===== config.mk =====
export PLATFORM = sky130hd
export DESIGN_NAME = square_detector_flat
export DESIGN_NICKNAME = d
export VERILOG_FILES = /design/src/rtl/square_detector_if.sv /design/src/rtl/square_detector.sv /design/src/flat_wrapper.sv
export SDC_FILE = /design/constraint.sdc
export NUM_CORES = 1
export LEC_CHECK = 0
export ABC_AREA = 1
export BUFFER_PORTS_ARGS = -buffer_cell sky130_fd_sc_hd__buf_2
export CELL_PAD_IN_SITES_DETAIL_PLACEMENT = 0
export CELL_PAD_IN_SITES_GLOBAL_PLACEMENT = 1
export CORE_UTILIZATION = 43
export DETAILED_ROUTE_END_ITERATION = 8
export PLACE_DENSITY_LB_ADDON = 0.12
export SYNTH_ARGS = -nofsm -noshare
export SYNTH_HDL_FRONTEND = slang
export SYNTH_SLANG_ARGS = --single-unit

===== constraint.sdc =====
create_clock -name VGA_CLK -period 6.3 [get_ports VGA_CLK]
set_input_delay 0.315 -clock VGA_CLK [delete_from_list [all_inputs] [get_ports VGA_CLK]]
set_output_delay 0.315 -clock VGA_CLK [all_outputs]
set_load 0.005 [all_outputs]

===== src/rtl/square_detector_if.sv =====
// Pixel-stream input and square-result output bundle between the VGA timing
// path (master) and the square detector (slave).
interface square_detector_if;
    logic [7:0]  pixel_in;
    logic        pixel_valid;
    logic [12:0] VGA_H_CNT;
    logic [12:0] VGA_V_CNT;
    logic        frame_start;
    logic [10:0] square_x;
    logic [10:0] square_y;
    logic [10:0] square_size;
    logic        square_detected;
    logic        result_valid;

    modport master (
        output pixel_in, pixel_valid, VGA_H_CNT, VGA_V_CNT, frame_start,
        input  square_x, square_y, square_size, square_detected, result_valid
    );

    modport slave (
        input  pixel_in, pixel_valid, VGA_H_CNT, VGA_V_CNT, frame_start,
        output square_x, square_y, square_size, square_detected, result_valid
    );
endinterface


===== src/rtl/square_detector.sv =====
// Per-frame bounding box of bright pixels, square classification at each frame
// boundary, and a frame-count hysteresis filter on the detection result.
module square_detector #(
    parameter int unsigned THRESHOLD     = 200,
    parameter int unsigned MIN_PIXELS    = 64,
    parameter int unsigned MIN_SIZE      = 8,
    parameter int unsigned MAX_SIZE      = 400,
    parameter int unsigned TOL           = 4,
    parameter int unsigned STABLE_FRAMES = 3,
    parameter int unsigned LOSS_FRAMES   = 2
) (
    input  logic             VGA_CLK,
    input  logic             RST,
    square_detector_if.slave bus
);

    localparam int unsigned CW = 11;
    localparam int unsigned DW = 12;
    localparam int unsigned HW = 20;
    localparam int unsigned FW = 8;

    localparam logic [7:0]    THRESH_L   = 8'(THRESHOLD);
    localparam logic [HW-1:0] MIN_PIX_L  = HW'(MIN_PIXELS);
    localparam logic [HW-1:0] CNT_MAX    = {HW{1'b1}};
    localparam logic [DW-1:0] MIN_SZ_L   = DW'(MIN_SIZE);
    localparam logic [DW-1:0] MAX_SZ_L   = DW'(MAX_SIZE);
    localparam logic [DW-1:0] TOL_L      = DW'(TOL);
    localparam logic [FW-1:0] STABLE_L   = FW'(STABLE_FRAMES);
    localparam logic [FW-1:0] LOSS_L     = FW'(LOSS_FRAMES);
    localparam logic [CW-1:0] COORD_MAX  = {CW{1'b1}};

    typedef enum logic [1:0] {
        IDLE  = 2'd0,
        ACCUM = 2'd1,
        EVAL  = 2'd2
    } state_t;

    state_t state_q;
    state_t state_nxt;

    logic          acc_restart_c;
    logic          acc_en_c;
    logic          snap_en_c;
    logic          eval_c;

    logic          hit_c;
    logic [CW-1:0] px_x_c;
    logic [CW-1:0] px_y_c;

    logic [CW-1:0] min_x_q, min_y_q, max_x_q, max_y_q;
    logic [HW-1:0] cnt_q;
    logic [CW-1:0] min_x_nxt, min_y_nxt, max_x_nxt, max_y_nxt;
    logic [HW-1:0] cnt_nxt;

    logic [CW-1:0] snap_min_x, snap_min_y, snap_max_x, snap_max_y;
    logic [HW-1:0] snap_cnt;

    logic [DW-1:0] w_c;
    logic [DW-1:0] h_c;
    logic [DW-1:0] diff_c;
    logic [CW-1:0] size_c;
    logic          sq_c;

    logic [FW-1:0] stable_q, stable_nxt;
    logic [FW-1:0] loss_q, loss_nxt;
    logic          det_q, det_nxt;
    logic          upd_coord_c;

    logic [CW-1:0] square_x_q;
    logic [CW-1:0] square_y_q;
    logic [CW-1:0] square_size_q;
    logic          result_valid_q;

    // Bright pixel inside the 2048x2048 addressable area
    assign hit_c  = bus.pixel_valid && (bus.pixel_in >= THRESH_L)
                    && (bus.VGA_H_CNT[12:11] == 2'b00)
                    && (bus.VGA_V_CNT[12:11] == 2'b00);
    assign px_x_c = bus.VGA_H_CNT[CW-1:0];
    assign px_y_c = bus.VGA_V_CNT[CW-1:0];

    always_ff @(posedge VGA_CLK or posedge RST) begin
        if (RST) begin
            state_q <= IDLE;
        end else begin
            state_q <= state_nxt;
        end
    end

    // Next state plus accumulator/snapshot/evaluation strobes
    always_comb begin
        state_nxt     = state_q;
        acc_restart_c = 1'b0;
        acc_en_c      = 1'b0;
        snap_en_c     = 1'b0;
        eval_c        = 1'b0;
        case (state_q)
            IDLE: begin
                if (bus.frame_start) begin
                    state_nxt = ACCUM;
                end
            end
            ACCUM: begin
                acc_en_c = 1'b1;
                if (bus.frame_start) begin
                    state_nxt     = EVAL;
                    acc_restart_c = 1'b1;
                    snap_en_c     = 1'b1;
                end
            end
            EVAL: begin
                acc_en_c  = 1'b1;
                eval_c    = 1'b1;
                state_nxt = ACCUM;
            end
            default: begin
                state_nxt = IDLE;
            end
        endcase
    end

    // On a frame boundary the boundary pixel starts the new frame's box
    always_comb begin
        min_x_nxt = acc_restart_c ? COORD_MAX  : min_x_q;
        min_y_nxt = acc_restart_c ? COORD_MAX  : min_y_q;
        max_x_nxt = acc_restart_c ? '0         : max_x_q;
        max_y_nxt = acc_restart_c ? '0         : max_y_q;
        cnt_nxt   = acc_restart_c ? '0         : cnt_q;
        if (acc_en_c && hit_c) begin
            if (px_x_c < min_x_nxt) min_x_nxt = px_x_c;
            if (px_y_c < min_y_nxt) min_y_nxt = px_y_c;
            if (px_x_c > max_x_nxt) max_x_nxt = px_x_c;
            if (px_y_c > max_y_nxt) max_y_nxt = px_y_c;
            if (cnt_nxt != CNT_MAX) cnt_nxt = cnt_nxt + HW'(1);
        end
    end

    always_ff @(posedge VGA_CLK or posedge RST) begin
        if (RST) begin
            min_x_q <= COORD_MAX;
            min_y_q <= COORD_MAX;
            max_x_q <= '0;
            max_y_q <= '0;
            cnt_q   <= '0;
        end else begin
            min_x_q <= min_x_nxt;
            min_y_q <= min_y_nxt;
            max_x_q <= max_x_nxt;
            max_y_q <= max_y_nxt;
            cnt_q   <= cnt_nxt;
        end
    end

    always_ff @(posedge VGA_CLK or posedge RST) begin
        if (RST) begin
            snap_min_x <= COORD_MAX;
            snap_min_y <= COORD_MAX;
            snap_max_x <= '0;
            snap_max_y <= '0;
            snap_cnt   <= '0;
        end else if (snap_en_c) begin
            snap_min_x <= min_x_q;
            snap_min_y <= min_y_q;
            snap_max_x <= max_x_q;
            snap_max_y <= max_y_q;
            snap_cnt   <= cnt_q;
        end
    end

    // Square classification of the snapshot; an empty frame wraps w/h so it is gated explicitly
    always_comb begin
        w_c    = DW'(snap_max_x) - DW'(snap_min_x) + DW'(1);
        h_c    = DW'(snap_max_y) - DW'(snap_min_y) + DW'(1);
        diff_c = (w_c >= h_c) ? (w_c - h_c) : (h_c - w_c);
        size_c = (w_c >= h_c) ? CW'(w_c) : CW'(h_c);
        sq_c   = (snap_cnt != '0) && (snap_cnt >= MIN_PIX_L)
                 && (w_c >= MIN_SZ_L) && (w_c <= MAX_SZ_L)
                 && (h_c >= MIN_SZ_L) && (h_c <= MAX_SZ_L)
                 && (diff_c <= TOL_L);
    end

    // Hysteresis: saturating streak counters for square and non-square frames
    always_comb begin
        stable_nxt = stable_q;
        loss_nxt   = loss_q;
        det_nxt    = det_q;
        if (sq_c) begin
            loss_nxt   = '0;
            stable_nxt = (stable_q >= STABLE_L) ? STABLE_L : stable_q + FW'(1);
            if (stable_nxt == STABLE_L) det_nxt = 1'b1;
        end else begin
            stable_nxt = '0;
            loss_nxt   = (loss_q >= LOSS_L) ? LOSS_L : loss_q + FW'(1);
            if (loss_nxt == LOSS_L) det_nxt = 1'b0;
        end
        upd_coord_c = sq_c && det_nxt;
    end

    always_ff @(posedge VGA_CLK or posedge RST) begin
        if (RST) begin
            stable_q       <= '0;
            loss_q         <= '0;
            det_q          <= 1'b0;
            square_x_q     <= '0;
            square_y_q     <= '0;
            square_size_q  <= '0;
            result_valid_q <= 1'b0;
        end else begin
            result_valid_q <= eval_c;
            if (eval_c) begin
                stable_q <= stable_nxt;
                loss_q   <= loss_nxt;
                det_q    <= det_nxt;
                if (upd_coord_c) begin
                    square_x_q    <= snap_min_x;
                    square_y_q    <= snap_min_y;
                    square_size_q <= size_c;
                end
            end
        end
    end

    assign bus.square_x        = square_x_q;
    assign bus.square_y        = square_y_q;
    assign bus.square_size     = square_size_q;
    assign bus.square_detected = det_q;
    assign bus.result_valid    = result_valid_q;

endmodule

===== src/flat_wrapper.sv =====
// flat-port wrapper written by rule: the top's interface ports become plain ports
module square_detector_flat 
#(
    parameter int unsigned THRESHOLD     = 200,
    parameter int unsigned MIN_PIXELS    = 64,
    parameter int unsigned MIN_SIZE      = 8,
    parameter int unsigned MAX_SIZE      = 400,
    parameter int unsigned TOL           = 4,
    parameter int unsigned STABLE_FRAMES = 3,
    parameter int unsigned LOSS_FRAMES   = 2
)
  (VGA_CLK, RST, bus_pixel_in, bus_pixel_valid, bus_VGA_H_CNT, bus_VGA_V_CNT, bus_frame_start, bus_square_x, bus_square_y, bus_square_size, bus_square_detected, bus_result_valid);
  square_detector_if bus_i ();
  input  logic VGA_CLK;
  input  logic RST;
  input wire logic [$bits(bus_i.pixel_in)-1:0] bus_pixel_in;
  input wire logic [$bits(bus_i.pixel_valid)-1:0] bus_pixel_valid;
  input wire logic [$bits(bus_i.VGA_H_CNT)-1:0] bus_VGA_H_CNT;
  input wire logic [$bits(bus_i.VGA_V_CNT)-1:0] bus_VGA_V_CNT;
  input wire logic [$bits(bus_i.frame_start)-1:0] bus_frame_start;
  output wire logic [$bits(bus_i.square_x)-1:0] bus_square_x;
  output wire logic [$bits(bus_i.square_y)-1:0] bus_square_y;
  output wire logic [$bits(bus_i.square_size)-1:0] bus_square_size;
  output wire logic [$bits(bus_i.square_detected)-1:0] bus_square_detected;
  output wire logic [$bits(bus_i.result_valid)-1:0] bus_result_valid;
  assign bus_i.pixel_in = bus_pixel_in;
  assign bus_i.pixel_valid = bus_pixel_valid;
  assign bus_i.VGA_H_CNT = bus_VGA_H_CNT;
  assign bus_i.VGA_V_CNT = bus_VGA_V_CNT;
  assign bus_i.frame_start = bus_frame_start;
  assign bus_square_x = bus_i.square_x;
  assign bus_square_y = bus_i.square_y;
  assign bus_square_size = bus_i.square_size;
  assign bus_square_detected = bus_i.square_detected;
  assign bus_result_valid = bus_i.result_valid;
  square_detector #(.THRESHOLD(THRESHOLD), .MIN_PIXELS(MIN_PIXELS), .MIN_SIZE(MIN_SIZE), .MAX_SIZE(MAX_SIZE), .TOL(TOL), .STABLE_FRAMES(STABLE_FRAMES), .LOSS_FRAMES(LOSS_FRAMES)) u_core (.VGA_CLK(VGA_CLK), .RST(RST), .bus(bus_i));
endmodule

# Yosys cells after proc, flatten, opt, wreduce, memory -nomap -nowiden
# Cells that the tools add are included.
op_classes:
  addsub: 9
  magnitude_cmp: 14
  eq_ne: 7
  muxes: 31
  reduce_logical: 18
ops:
  columns: ["op", "count"]
  rows:
  - ["11-bit 2-to-1 mux", 13]
  - ["20-bit 2-to-1 mux", 3]
  - ["8-bit 2-to-1 mux", 4]
  - ["12-bit by 1-bit adder with 12-bit output (second input constant)", 2]
  - ["12-bit by 4-bit greater-or-equal comparator with 1-bit output (second input constant)", 2]
  - ["12-bit by 9-bit <= comparator with 1-bit output (second input constant)", 2]
  - ["11-bit by 11-bit subtractor with 12-bit output", 2]
  - ["12-bit subtractor", 2]
  - ["11-bit greater-than comparator", 2]
  - ["11-bit less-than comparator", 2]
  - ["20-bit by 1-bit adder with 20-bit output (second input constant)", 1]
  - ["20-bit by 7-bit greater-or-equal comparator with 1-bit output (second input constant)", 1]
  - ["20-bit != test (second input constant)", 1]
  - ["20-bit nonzero test", 1]
  - ["8-bit by 1-bit adder with 8-bit output (second input constant)", 2]
  - ["8-bit by 2-bit == test with 1-bit output (second input constant)", 2]
  - ["8-bit by 2-bit greater-or-equal comparator with 1-bit output (second input constant)", 2]
  - ["12-bit greater-or-equal comparator", 1]
  - ["12-bit by 3-bit <= comparator with 1-bit output (second input constant)", 1]
  - ["12-bit 2-to-1 mux", 1]
  - ["1-bit logical AND", 11]
  - ["8-bit greater-or-equal comparator (second input constant)", 1]
  - ["1-bit 2-to-1 mux", 7]
  - ["2-bit zero test", 3]
  - ["other kinds (7)", 10]
word_totals:
  register_bits: 181
  inputBits: 38
  out_inout_bits: 35
  word_cells: 97

# Logic depth before layout (Yosys ltp)
# Gate-level depths: netlist of the first run.
logic_depth:
  word_depth: 11
  mapped_depth: 31
  mapped_depth_nobuf: 31

# Worst setup path after synthesis of the first run
# Ideal clock, no wire load.
synth_path:
  path_kind: "reg-to-reg"
  startpoint: "register u_core.snap_min_y[1]"
  endpoint: "register u_core.square_x_q[1] (netlist: u_core.bus.square_x[1])"
  setup_ns: 0.118
  arrival_ns: 3.854
  required_ns: 6.182
  path_slack_ns: 2.327
  stages_incl_launch_ff: 30
  path_buffers: 2
  synth_period_minus_slack_ns: 3.973
  path_cell_list: "dfstp_2 -> ha_1 -> inv_1 -> ha_1 -> inv_1 -> fa_1 -> inv_1 -> nand2_1 -> nand2_1 -> and2_1 -> xor2_1 -> ha_1 -> nand2_1 -> inv_1 -> a21oi_1 -> nand3_1 -> nand4_1 -> nand2_1 -> nand3_4 -> nand3_4 -> buf_6 -> nand2_2 -> nand2_1 -> nor2_1 -> nand2_1 -> nor2_4 -> nand4_4 -> buf_6 -> nand2_1 -> nand2_1"
synth_via:
  elab_chain_len: 9
  word_cells_on_any_way: 15
  classes_between: "add/sub: 4; order compare: 4; mux: 2; reduce/logical: 5"
synth_rtl:
  columns: ["element", "line_no", "text"]
  rows:
  - ["start: declaration", "square_detector.sv:55", "logic [CW-1:0] snap_min_x, snap_min_y, snap_max_x, snap_max_y;"]
  - ["start signal: assignment", "square_detector.sv:162", "snap_min_y <= min_y_q;"]
  - ["11-bit by 11-bit subtractor with 12-bit output *", "square_detector.sv:172", "h_c = DW'(snap_max_y) - DW'(snap_min_y) + DW'(1);"]
  - ["12-bit by 1-bit adder with 12-bit output *", "square_detector.sv:172", null]
  - ["12-bit subtractor, or another cell as far along", "square_detector.sv:173", "diff_c = (w_c >= h_c) ? (w_c - h_c) : (h_c - w_c);"]
  - ["12-bit 2-to-1 mux or 1-bit logical AND (tied branches)", "square_detector.sv:173, square_detector.sv:177", null]
  - ["12-bit by 3-bit <= comparator with 1-bit output or 1-bit logical AND (tied branches)", "square_detector.sv:178, square_detector.sv:177", null]
  - ["1-bit logical AND *", "square_detector.sv:178", "&& (diff_c <= TOL_L);"]
  - ["1-bit 2-to-1 mux", "square_detector.sv:186", "if (sq_c) begin"]
  - ["1-bit logical AND *", "square_detector.sv:195", "upd_coord_c = sq_c && det_nxt;"]
  - ["2-bit AND reduction (no line) *", null, null]
  - ["end signal: assignment", "square_detector.sv:214", "square_x_q <= snap_min_x;"]
  - ["end: declaration", "square_detector.sv:69", "logic [CW-1:0] square_x_q;"]
# Mark *: on every way between the ends. The rest lies on a longest branch, timed or not.
# A chain may end at the register's enable or synchronous reset.

# Worst setup path after layout of the first run
layout_path:
  startpoint: "register u_core.snap_min_y[1]"
  endpoint: "register u_core.square_x_q[6] (netlist: u_core.bus.square_x[6])"
# Same word-level chain as after synthesis.

==> flow_metrics.py, run 1 <==
metrics = {
    "worst_setup_path": {
        "crit_required_ns": 6.66,
        "worst_path_most_repeated_cell": "nand2_1",
        "r2r-start": "u_core.snap_min_y[1]",
        "cpPeakStageDelay_ns": 0.55,
        "r2r_setup_slack_ns": 1.07,
        "worstSetupEndpointType": "flip-flop",
        "cp_max_fo": 28,
        "start_kind": "flip-flop",
        "crit_arrival_ns": 5.59,
        "critPathKind": "flip-flop to flip-flop",
        "reg2regPathDepth": 29,
        "slowest_stage": "dfstp_2",
        "r2r-end": "u_core.bus.square_x[6]",
    },
    "hold_path": {
        "min_to": "u_core.min_x_q[0]",
        "holdPathStages": 3,
        "hp-start": "bus_VGA_H_CNT[0]",
        "min_path_type": "input port to flip-flop",
    },
    "route": {
        "routed_wl_um": 28070,
        "ant_nets": 0,
        "drtIter0Drc": 640,
        "wl_per_cell_um": 14.71,
        "viasPerCell": 4.945,
        "route.vias.total": 9436,
        "dr.pass1.iters": 5,
        "drc": 0,
    },
    "floorplan": {
        "rows": 59,
        "io_pins": 73,
        "start_util_pct": 43.79,
        "core_um2": 25980,
        "die_w_um": 164.7,
        "die_y_um": 164.7,
        "dieArea_um2": 27120,
    },
    "timing": {
        "hold_viol": 0,
        "period_minus_slack_ns": 5.227,
        "rsz0062_at_grt": "no",
        "tightest_slew_ns": 0.8579,
        "clock-skew-final_ns": 0.01790,
        "final_max_slew_viol_count": 0,
        "fmax_ghz": 0.1913,
        "final.period_utilization_pct": 82.97,
        "setup_slack_ns": 1.073,
        "maxSlewHeadroom_pct": 42.64,
        "finalSetupTns_ns": 0,
        "final-setup-viol-count": 0,
    },
    "run_status": {
        "outcome": "finished, final reports clean",
    },
    "clock_network": {
        "clock_path_buffers": 2,
        "clkLatencyLatePin_ns": 0.44,
        "post_cts_buffers": 0,
        "cts_tree": "built",
        "path_clk_slew_ns": 0.08,
        "htreeDepth": 4,
        "clkSinkCount": 175,
        "cts_buffers": 17,
        "root_buffer": "clkbuf_16",
    },
    "yosys": {
        "dominantRegCellSynth": "dfrtp_1",
        "yosys.area.top_type_share_pct": 28.81,
        "synth_xor_xnor_area_share_pct": 2.386,
        "yosys.area.top_type": "dfrtp_1",
        "muxShareOfSynthArea_pct": 0,
        "syn_nets": 1657,
        "synthArstFlopShare_pct": 100.0,
        "synth_top_family_by_area": "simple AND/OR/NAND/NOR gates",
        "yosysSeqAreaShare_pct": 38.97,
        "netlist_top_cells_area": "dfrtp_1, nand2_1, ha_1",
        "yosys.area_share.adder_pct": 12.45,
        "synth_area_um2": 11380,
        "synth_compound_area_share_pct": 9.281,
        "synth_edf_count": 0,
        "ys_warn_count": 0,
        "avgSynthCellArea_um2": 7.550,
        "synthCells": 1507,
        "yosys.area_share.simple_pct": 26.89,
        "ys_ff_latch": 175,
        "yosysUniqueCellTypes": 41,
    },
    "place": {
        "port_buffers": 69,
        "dp_hpwl_um": 21340,
        "gp_congestion": 0.8529,
        "dp.cells": 1875,
        "place_ws_ns": 1.080,
    },
    "power_and_ir_drop": {
        "pwr-share-clk_pct": 15.7,
        "switching_share_pct": 52.72,
        "leakage_nw": 6.640,
        "powerDensity_nw_per_um2": 535.5,
        "vdd_ir_drop_max_uv": 657.2,
        "power_frac_seq_pct": 20.7,
        "switchingPower_mw": 3.550,
        "totalPowerFinal_mw": 6.734,
        "p_comb_share_pct": 63.6,
        "power.internal_mw": 3.184,
    },
    "job": {
        "drv_cap": 0,
    },
    "global_routing": {
        "grt_pass1_vias": 8966,
        "antenna_found_initial": 3,
        "grt_max_degree": 79,
        "gr-total-overflow": 0,
        "track_usage_pct": 21.71,
        "grt_pass1_wl_um": 45730,
    },
    "finish": {
        "mostFrequentLayoutCell": "nand2_1",
        "synthToLayoutAreaGrowth_pct": 10.51,
        "drive_above_1_share_pct": 12.65,
        "largest-register": "u_core.cnt_q",
        "largest_reg_flops": 20,
        "final_cell_mix": "nand2_1, inv_1, nor2_1",
        "instances_no_fill": 1908,
        "fillers": 2688,
        "multi_input_area_um2": 5803,
        "final_nets": 1710,
        "diodes": 0,
        "fin_util_pct": 48.39,
        "seqCellArea_um2": 4434,
        "reg_top3": "u_core.cnt_q (20), u_core.snap_cnt (14)",
    },
}
==> per-layer routing <==
layer,track usage (%),share of wire (%)
met1,29.75,49
met5,0,0.082
met4,4.337,0.86
met3,2.913,3.2
met2,36.50,47
==> power groups by stage <==
stage	combinational [mW]	sequential, mW	clock [mW]
after detailed placement	4.26	1.41	0
after CTS	4.30	1.39	1.08
after global routing	4.87	1.41	1.12
after floorplan	3.30	1.37	0
after global placement	4.24	1.41	0
final	4.28	1.39	1.06
==> cells in the mapped netlist (all sizes together) (4+ instances only) <==
cell type,n
a21oi,67
nand4,52
nor2,148
nor3,10
xnor2,6
buf,17
clkbuf,30
nor4,10
dfstp,44
ha,110
inv,237
o21bai,7
nand2,404
dfrtp,131
o21ai,116
xor2,25
a221oi,4
nand3,72
==> cell type report <==
type,instances,share of cell area [%]
clock inverters,14,1.164
repair buffers,81,3.483
well taps,335,3.333
flip-flops and latches,175,35.26
clock buffers,18,3.413
inverters,239,7.194
multi-input cells,1046,46.15
==> stage by stage <==
stage	cell area, um^2	hold slack, ns
2_1_floorplan	11380	0.4422
3_3_place_gp	11990	0.4136
3_5_place_dp	11990	0.4192
4_1_cts	12570	0.1201
5_1_grt	12570	0.1441
6_report	12570	0.1352
==> cells by family (layout without fill, tap and decap cells) <==
group                      count (synthesis)  count (layout)
xor gates and xnor gates                  31              31
buffers and inverters                    286             352
and+or+nand+nor                          704             704
AOI/OAI and AO/OA                        199             199
adders and majority gates                112             112
DFF                                      175             175
==> worst max-delay path, delay by kind of cell, from the launching register on <==
kind                       cells  cell delay [ns]
and+or+nand+nor               17             2.37
buffers and inverters          6             0.64
adders and majority gates      4             1.16
AOI/OAI and AO/OA              1             0.17
DFF                            1             0.55
xor gates and xnor gates       1             0.29
==> what timing repair did <==
action / CTS / global route
hold buffers: 1 / 0
gates resized for setup: 0 / 0
endpoints found under the hold margin: 47 / 0
==> how the worst max path moves through the flow <==
stage                         startpoint                 endpoint  slack, ns  cells past startpoint
finish              u_core.snap_min_y[1]   u_core.bus.square_x[6]       1.07                     29
global route        u_core.snap_min_y[1]   u_core.bus.square_x[6]       0.62                     29
CTS                 u_core.snap_min_y[1]   u_core.bus.square_x[6]       1.03                     29
detailed placement  u_core.snap_min_y[1]   u_core.bus.square_x[6]       1.08                     29
global placement    u_core.snap_min_y[1]   u_core.bus.square_x[7]       1.10                     29
floorplan                            RST  u_core.bus.result_valid       1.31                      1
No activity file was read; power rests on OpenSTA's default activity.
==> run 2: changes to the inputs <==
- clock period: 6.3 -> 4.9 ns (I/O delays scaled with it)
==> run 2 against run 1 <==
Effect of this change: the run now ends with hold timing left; critical path depth decreased by 7; final area up 2.6%; clock power increased by 41%; non-clock buffer count rose by 15; total power increased by 38%; sequential cell count is the same; hold slack lost 0.18 ns; critical endpoint is now u_core.bus.square_x[4]; highest routed layer unchanged.
==> flow_metrics.py, run 2 (same netlist as run 1, synthesis figures left out) <==
metrics = {
    "timing": {
        "final.period_utilization_pct": 93.40,
        "tightest_slew_ns": 1.113,
        "final-setup-viol-count": 0,
        "final_max_slew_viol_count": 0,
        "hold_viol": 6,
        "period_minus_slack_ns": 4.577,
        "finalSetupTns_ns": 0,
        "fmax_ghz": 0.2185,
        "rsz0062_at_grt": "no",
        "maxSlewHeadroom_pct": 25.71,
        "whs_ns": -0.04589,
        "clock-skew-final_ns": 0.03183,
    },
    "run_status": {
        "outcome": "finished with violations",
        "violations": "hold timing",
    },
    "finish": {
        "drive_above_1_share_pct": 14.09,
        "reg_top3": "u_core.cnt_q (20), u_core.snap_cnt (14)",
        "final_cell_mix": "nand2_1, inv_1, nor2_1",
        "synthToLayoutAreaGrowth_pct": 13.42,
        "diodes": 0,
        "design_area_um2": 12900,
        "multi_input_area_um2": 5894,
        "largest-register": "u_core.cnt_q",
        "mostFrequentLayoutCell": "nand2_1",
        "fillers": 2656,
        "largest_reg_flops": 20,
        "final_nets": 1727,
        "seqCellArea_um2": 4434,
    },
    "worst_setup_path": {
        "crit_family": "adder cells",
        "cpPeakStageDelay_ns": 0.58,
        "worstSetupEndpointType": "flip-flop",
        "critPathKind": "flip-flop to flip-flop",
        "crit_required_ns": 5.26,
        "start_kind": "flip-flop",
        "crit_arrival_ns": 4.94,
        "slowest_stage": "dfstp_2",
        "worstPathCellList": "inv_1 > ha_1 > ha_1 > fa_1 > xor2_1 > ha_1 > nand2_1 > o21ai_0 > a21oi_1 > o21bai_1 > nand2_1 > nand2_1 > nand3_1 > nand3_1 > nand2_1 > inv_1 > nand2_1 > nor2_4 > buf_12 > clkbuf_16 > nand4_1 > nand2_1",
        "crit_buf_inv": 4,
        "cp_max_fo": 16,
        "worst_path_most_repeated_cell": "nand2_1",
    },
    "global_routing": {
        "grt_use_met2_pct": 35.89,
        "gr-total-overflow": 0,
        "use_met1_pct": 30.23,
        "grt_max_degree": 176,
        "grt_use_met3_pct": 3.315,
        "track_usage_pct": 21.77,
        "antenna_found_initial": 3,
        "busiest_layer": "met2",
        "grt_pass1_wl_um": 45700,
        "grt_pass1_vias": 8832,
    },
    "clock_network": {
        "htreeDepth": 4,
        "cts_tree": "built",
        "hold_buffers": 0,
        "root_buffer": "clkbuf_16",
        "clkSinkCount": 175,
        "clkLatencyLatePin_ns": 0.44,
        "cts_buffers": 17,
        "path_clk_slew_ns": 0.07,
        "clock_path_buffers": 2,
    },
    "power_and_ir_drop": {
        "powerDensity_nw_per_um2": 722.1,
        "vdd_ir_drop_max_uv": 900.1,
        "leakage_nw": 6.783,
    },
    "route": {
        "routed_wl_um": 28650,
        "route.vias.total": 9481,
        "dr.pass1.iters": 5,
        "viasPerCell": 4.925,
        "wl_per_cell_um": 14.88,
        "drc": 0,
        "drtIter0Drc": 669,
        "ant_nets": 0,
    },
    "floorplan": {
        "io_pins": 73,
        "core_um2": 25980,
        "die_w_um": 164.7,
        "dieArea_um2": 27120,
        "rows": 59,
        "start_util_pct": 43.79,
        "die_y_um": 164.7,
    },
    "place": {
        "port_buffers": 69,
        "placed_area_um2": 12080,
        "gp_congestion": 0.8675,
        "dp_hpwl_um": 21220,
    },
    "job": {
        "drv_cap": 0,
    },
    "hold_path": {
        "min_path_type": "input port to async pin",
    },
}
## run 2: changes by cell type in the layout (fill, tap and decap cells not counted), moves of 2 or more
cell	delta
xor2_1	-4
nand3_2	+2
clkinv_4	+3
buf_12	+4
buf_4	+11
bufinv_16	+3
ha_1	-3
inv_8	-2
ha_4	+2
clkinvlp_4	-3
xor2_2	+3
## run 2: metal layers
metal | share of wire, % | wire (um)
met5 | 0.12 | 34
met4 | 0.72 | 206
met3 | 3.1 | 899
met2 | 47 | 13470
met1 | 49 | 14040
## run 2: power by group
group	internal, mW	switching (mW)	total (mW)
sequential	1.67	0.123	1.80
combinational	2.06	3.96	6.03
clock	0.871	0.624	1.49
## run 2: final timing paths
path | from | end | slack (ns) | depth (start not counted)
setup / recovery | u_core.snap_min_x[0] | u_core.bus.square_x[4] | 0.32 | 22
hold / removal | RST | u_core.bus.square_x[2] | -0.05 | 3
setup reg to reg | u_core.snap_min_x[0] | u_core.bus.square_x[4] | 0.32 | 22
hold reg to reg | u_core.min_y_q[1] | u_core.snap_min_y[1] | 0.47 | 2
max in group asynchronous | RST | u_core.snap_max_x[2] | 4.07 | 3
min in group VGA_CLK | bus_VGA_H_CNT[0] | u_core.min_x_q[0] | 0.07 | 3
## run 2: worst register-to-register path: stages, from the launching register on
cell	delay (ns)
dfstp_2	0.58
inv_1	0.07
ha_1	0.18
ha_1	0.22
fa_1	0.45
xor2_1	0.40
ha_1	0.33
nand2_1	0.10
o21ai_0	0.36
a21oi_1	0.21
o21bai_1	0.34
nand2_1	0.09
nand2_1	0.07
nand3_1	0.08
nand3_1	0.10
nand2_1	0.11
inv_1	0.07
nand2_1	0.08
nor2_4	0.18
buf_12	0.13
clkbuf_16	0.18
nand4_1	0.09
nand2_1	0.10
## run 2: what timing repair did
item	4_1_cts	5_1_grt
resized for setup	0	11
setup endpoints to repair	0	39
buffers inserted	0	8
## run 2: through the flow
step | setup WS, ns | hold WS, ns | utilization (%) | power, mW | cells
2_1_floorplan | 0.9273 | 0.3751 | - | 5.996 | 1507
3_3_place_gp | 0.2696 | 0.4514 | 46.48 | 7.475 | 1882
3_5_place_dp | 0.2278 | 0.4545 | 46.48 | 7.505 | 1882
4_1_cts | 0.1835 | 0.04988 | 48.94 | 9.069 | 1914
5_1_grt | 0.004762 | 0.07140 | 49.66 | 10.19 | 1925
6_report | 0.3234 | -0.04589 | 49.66 | 9.319 | 1925
## run 2: final cells by class
class | count | share of cell area (%)
multi-input combinational | 1048 | 45.68
sequential | 175 | 34.36
inverter | 239 | 7.000
timing repair buffer | 96 | 4.770
clock buffer | 19 | 3.355
clock inverter | 13 | 1.590
tap | 335 | 3.248
